File: config.mk
export PLATFORM = sky130hd
export DESIGN_NAME = voice_mixer
export DESIGN_NICKNAME = d
export VERILOG_FILES = /design/src/rtl/voice_mixer.sv
export SDC_FILE = /design/constraint.sdc
export NUM_CORES = 1
export LEC_CHECK = 0
export CAP_MARGIN = 0
export CORE_MARGIN = 2
export CORE_UTILIZATION = 25
export DETAILED_ROUTE_END_ITERATION = 6
export GPL_TIMING_DRIVEN = 0
export PLACE_DENSITY_LB_ADDON = 0.12
export RECOVER_POWER = 50
export SLEW_MARGIN = 30
export SYNTH_ARGS = -nofsm -noshare
export SYNTH_HDL_FRONTEND = slang
export SYNTH_SLANG_ARGS = --single-unit
File: constraint.sdc
create_clock -name clk_in -period 2.3 [get_ports clk_in]
set_input_delay 0.23 -clock clk_in [delete_from_list [all_inputs] [get_ports clk_in]]
set_output_delay 0.23 -clock clk_in [all_outputs]
set_load 0.02 [all_outputs]
File: src/rtl/voice_mixer.sv
// Time-multiplexed voice mixer: sums the enabled voices of an oscillator bank into one frame.
// Optional sticky overrun flag is compiled in with VOICE_MIXER_OVERRUN_DET_EN.
module voice_mixer #(
    parameter int NUM_OSCILLATORS         = 8,
    parameter int SAMPLE_WIDTH            = 8,
    parameter int PRE_DIVISION_AUDIO_SIZE = 16,
    localparam int SEL_W = (NUM_OSCILLATORS > 1) ? $clog2(NUM_OSCILLATORS) : 1
) (
    input  logic                               clk_in,
    input  logic                               rst_in,
    input  logic                               sample_tick_in,
    input  logic [NUM_OSCILLATORS-1:0]         osc_enable_in,
    output logic [SEL_W-1:0]                   osc_sel_out,
    input  logic [SAMPLE_WIDTH-1:0]            osc_sample_in,
    output logic [PRE_DIVISION_AUDIO_SIZE-1:0] stream_out,
    output logic [NUM_OSCILLATORS-1:0]         is_on,
    output logic                               has_updated,
    output logic                               busy_out,
`ifdef VOICE_MIXER_OVERRUN_DET_EN
    output logic                               overrun_out,
`endif
    output logic [1:0]                         state_dbg_out
);

    typedef enum logic [1:0] {
        IDLE  = 2'd0,
        READ  = 2'd1,
        DRAIN = 2'd2,
        DONE  = 2'd3
    } state_t;

    state_t                               state_q, state_d;
    logic [SEL_W-1:0]                     sel_q, sel_d;
    logic [NUM_OSCILLATORS-1:0]           snap_q, snap_d;
    logic [PRE_DIVISION_AUDIO_SIZE-1:0]   acc_q, acc_d;
    logic                                 rd_valid_q, rd_valid_d;
    logic [SEL_W-1:0]                     rd_idx_q, rd_idx_d;
    logic [PRE_DIVISION_AUDIO_SIZE-1:0]   stream_q, stream_d;
    logic [NUM_OSCILLATORS-1:0]           on_q, on_d;
    logic                                 upd_q, upd_d;

    // rd_valid/rd_idx remember which voice was addressed last cycle, matching
    // the bank's one-cycle read latency.
    always_comb begin
        state_d    = state_q;
        sel_d      = sel_q;
        snap_d     = snap_q;
        acc_d      = acc_q;
        rd_valid_d = 1'b0;
        rd_idx_d   = sel_q;
        stream_d   = stream_q;
        on_d       = on_q;
        upd_d      = 1'b0;

        if (rd_valid_q && snap_q[rd_idx_q]) begin
            acc_d = acc_q + PRE_DIVISION_AUDIO_SIZE'(osc_sample_in);
        end

        case (state_q)
            IDLE: begin
                if (sample_tick_in) begin
                    snap_d  = osc_enable_in;
                    acc_d   = '0;
                    sel_d   = '0;
                    state_d = READ;
                end
            end
            READ: begin
                rd_valid_d = 1'b1;
                if (sel_q == SEL_W'(NUM_OSCILLATORS - 1)) begin
                    state_d = DRAIN;
                end else begin
                    sel_d = sel_q + SEL_W'(1);
                end
            end
            DRAIN: begin
                state_d = DONE;
            end
            DONE: begin
                stream_d = acc_q;
                on_d     = snap_q;
                upd_d    = 1'b1;
                state_d  = IDLE;
            end
            default: begin
                state_d = IDLE;
            end
        endcase
    end

    always_ff @(posedge clk_in or posedge rst_in) begin
        if (rst_in) begin
            state_q    <= IDLE;
            sel_q      <= '0;
            snap_q     <= '0;
            acc_q      <= '0;
            rd_valid_q <= 1'b0;
            rd_idx_q   <= '0;
            stream_q   <= '0;
            on_q       <= '0;
            upd_q      <= 1'b0;
        end else begin
            state_q    <= state_d;
            sel_q      <= sel_d;
            snap_q     <= snap_d;
            acc_q      <= acc_d;
            rd_valid_q <= rd_valid_d;
            rd_idx_q   <= rd_idx_d;
            stream_q   <= stream_d;
            on_q       <= on_d;
            upd_q      <= upd_d;
        end
    end

`ifdef VOICE_MIXER_OVERRUN_DET_EN
    logic overrun_q, overrun_d;

    // A tick that lands while a frame is in flight is dropped; remember that it happened.
    always_comb begin
        overrun_d = overrun_q | (sample_tick_in && (state_q != IDLE));
    end

    always_ff @(posedge clk_in or posedge rst_in) begin
        if (rst_in) begin
            overrun_q <= 1'b0;
        end else begin
            overrun_q <= overrun_d;
        end
    end

    assign overrun_out = overrun_q;
`endif

    assign osc_sel_out   = sel_q;
    assign stream_out    = stream_q;
    assign is_on         = on_q;
    assign has_updated   = upd_q;
    assign busy_out      = (state_q != IDLE);
    assign state_dbg_out = state_q;

endmodule

==> impl_summary.md <==
Floorplanning
The die is between 100 and 150 um wide. The die covers between 0.01 and 0.015 mm^2. The floorplan die height is roughly 110 um. The number of placed I/O pins is 50. The core area is around 0.011 mm^2. Row generation in the floorplan step produced 38 rows.

For this configuration, the core starts out at a cell density of between 20% and 30%.

Detailed routing
The detailed router placed around 2100 vias in this run. The number of remaining DRC errors is 0. In the routed layout, each cell is associated on average with a via count of ~4.5. After detailed routing, the average wire length per cell comes to 14.3 um.

The detailed router's first-iteration violation count is 67. Wires add up to 6500 um. The number of iterations in the first detailed-routing pass is 5. The detail route stage leaves a number of antenna-violating nets equal to 0.

STA
The number of hold-slack violations in the final timing report is 0. The number of pins exceeding their max-slew limit in the final report is 0. After layout, the minimum clock period comes to 2.09 ns. The worst pin sits at a relative slew slack of about 44%. The fmax is between 0.4 and 0.5 GHz.

The number of failing setup endpoints in the final timing report is 0. The pin slew with the least headroom to its limit is about 0.84 ns. Setup repair after global routing left no endpoint under its margin.

The final worst-path setup slack is around 0.21 ns. Hold timing on the final database bottoms out at a slack of between 0.4 and 0.5 ns. The final critical-path share of the clock period is about nine tenths. The final clock skew is 0.00900 ns.

Clock network
The worst-case clock buffer depth is 2. TritonCTS built the clock tree. Clock-pin slew was measured on the worst setup and hold paths at 0.05 ns. The clock network latency to the later pin of the worst-skew pair is 0.33 ns. After clock tree synthesis, the setup repair step added 0 buffers. The clock tree synthesis step divided the H-tree into 3 levels. The sink count of the clock tree is 58. The number of clock buffers added by TritonCTS is 9.

The root buffer cell chosen for the clock tree is clkbuf_16.

Synth
The most common cell in the synthesized netlist is dfrtp_1. The share of flip-flops with an asynchronous set or reset after synthesis is 100%. In this run, synthesis inferred 0 flip-flops with an integrated enable. After synthesis the cells add up to 0.00282 mm^2.

After synthesis, the cell types taking the most area are dfrtp_1, mux2_2, ha_1, nand2_1, a21oi_1. The synthesized netlist devotes 12.5% of its cell area to simple gates. After technology mapping, the gate count stands at approximately 250.

The post-synthesis share of cell area spent on xor and xnor gates is less than 1%. Of the total synthesized cell area, the portion taken by full adders, half adders and majority gates is under 10%. The top-area cell type share of the netlist area is roughly half.

The number of nets produced by synthesis is roughly 290. Yosys printed 0 warnings. For this run, the leading register cell type out of synthesis is dfrtp_1. Each instance of the synthesized netlist takes up on average around 11 um^2. Measured against the total synthesized area, the mux share comes to 13.0%.

The post-synthesis compound-gate area fraction is 12.9%. Counting distinct cell types in the post-synthesis netlist gives 37. The sequential fraction of the synthesis area is between 50% and 60%. The main combinational cell family by area after synthesis is multiplexers. The synthesized flop and latch total is 58. The cell type contributing the most total cell area after synthesis is dfrtp_1.

Counting instances in the post-synthesis netlist gives the leading cell types as dfrtp_1, nand2_1, mux2_2.

Placed design
The count of placed standard cells including taps is 441. The final weighted congestion in routability-driven placement is ~0.74. The setup slack after placement is -0.232 ns.

The post-DP HPWL is 4610 um. Buffers placed on the I/O ports in this run total between 40 and 50.

Worst setup path
The largest fanout on the critical path is 8. By startpoint and endpoint, the worst setup path is classified as in -> reg. Data arrives at the worst endpoint at approximately 2.3 ns. Measured in cells, the most critical reg-to-reg path has a length of 7. The category of the worst setup path capture point is a register. The critical path data required time is about 2.5 ns. The kind of start point of the critical path is an input pin.

Global routing
Across every metal layer, demand over resource in global routing totals a little under an eighth. The number of antenna violations at the first check in global routing is 0. In the global route stage, met3 resource usage came out at under 10%. The via count of the first global-routing pass is between 2000 and 2500. In the global route stage, met2 resource usage came out at 17.0%. For met1 alone, demand over resource in global routing was around 16%.

The global-route wire length before repair is 10700 um. The largest net degree at the start of global routing is 43. The global routing stage identified its most utilized layer as met2.

The sum of overflow across all layers after global routing is 0.

Pwr
For this design the ratio of total power to cell area is approximately 1300 mW/mm^2. The total power draw is about 5 mW. The leakage power total is 1.72 nW. The worst-case IR drop observed on VDD is approximately 480 uV.

Final layout
The number of antenna repair diodes is 0. After the flow finishes, the layout carries non-filler instances totaling between 400 and 500. The sequential cell area in the final layout is around 0.0015 mm^2. Of the cells placed in the final design, the portion with a size suffix greater than 1 is 15.2%.

Fill cells in the final layout number approximately 1100. Relative to the synthesized area, the layout overhead comes to 36.3%. Summing all multi-input logic gate instances after layout gives 0.00131 mm^2. The number of nets in the final layout is roughly 350.

Hold path
The worst hold-check path type is in -> reg. Along the worst hold path, the cell count comes to 3.

Run
Across the run, the number of max-cap violations was 0.

Outcome
The run finished with clean final reports.
[critical path: stages]
cell             delay, ns
clkdlybuf4s50_1       0.47
ha_1                  0.19
fa_1                  0.23
a211oi_1              0.09
nor2_1                0.27
a21oi_2               0.18
or4_1                 0.52
a21oi_1               0.16
[layer usage]
metal	wire length, um	part of all wire, %
met5	0	0
met4	118	1.8
met3	322	5.0
met2	2780	43
met1	3290	51
[cell usage in the layout, fill, tap and decap left out, drive strengths merged, types with 5 or more instances in the layout]
cell type,synthesis,layout
dfrtp,58,58
ha,15,15
mux2i,5,5
nand2,40,40
nand3,6,6
a21oi,19,19
dlygate4sd3,0,6
clkbuf,7,20
clkdlybuf4s50,0,43
nor2,7,7
o21ai,10,10
mux2,26,26
inv,8,7
a22o,5,5
[per-stage QoR]
stage	setup TNS, ns	instance area (um^2)	utilization, %
after floorplan	0	2820	-
after global placement	-35.59	3480	31.9
after detailed placement	-1.18	3510	32.1
after CTS	0	3830	35.1
after global routing	0	3840	35.1
final	0	3840	35.1
[cells by family (layout without fill, tap and decap cells)]
group           Yosys count  count (layout)
xor+xnor                  2               2
fa+ha+maj                16              16
mux                      32              32
simple gates             74              74
buf+inv                  16              81
flops                    58              58
compound gates           53              53
[report_power, final]
group	leakage, nW	total (mW)	switching, mW	internal, mW
Sequential	0.764	1.59	0.240	1.35
Combinational	0.800	1.95	1.02	0.924
Clock	0.156	1.45	0.449	1.00
Total	1.72	4.99	1.71	3.28
[cell type report]
class,instances,area share (%)
Buffer,8,0.847
Clock buffer,13,6.77
Multi-Input combinational cell,177,34.2
Tap cell,140,4.56
Inverter,8,0.814
Clock inverter,2,1.56
Sequential cell,58,37.8
Timing Repair Buffer,50,13.5
[path summary, 6_finish.rpt]
check | start | slack, ns | end
setup / recovery | osc_sample_in[0] | 0.21 | acc_q[14]$_DFF_PP0_
hold / removal | osc_enable_in[0] | 0.44 | snap_q[0]$_DFFE_PP0P_
setup reg to reg | acc_q[0]$_DFF_PP0_ | 0.22 | acc_q[14]$_DFF_PP0_
hold reg to reg | osc_sel_out[2]$_DFFE_PP0P_ | 0.47 | rd_idx_q[2]$_DFF_PP0_
max in group asynchronous | rst_in | 1.17 | stream_out[13]$_DFFE_PP0P_
min in group asynchronous | rst_in | 0.49 | is_on[1]$_DFFE_PP0P_
[registers in the layout, indices dropped and copies added, names as in the netlist]
name           cells
acc_q             16
osc_sel_out        3
is_on              8
stream_out        16
has_updated        1
snap_q             8
rd_valid_q         1
rd_idx_q           3
state_dbg_out      2
[timing repair]
item,CTS,global route
hold buffers,0,0
setup endpoints to repair,0,11
gates resized for setup,0,4
No activity file was read; power rests on OpenSTA's default activity.
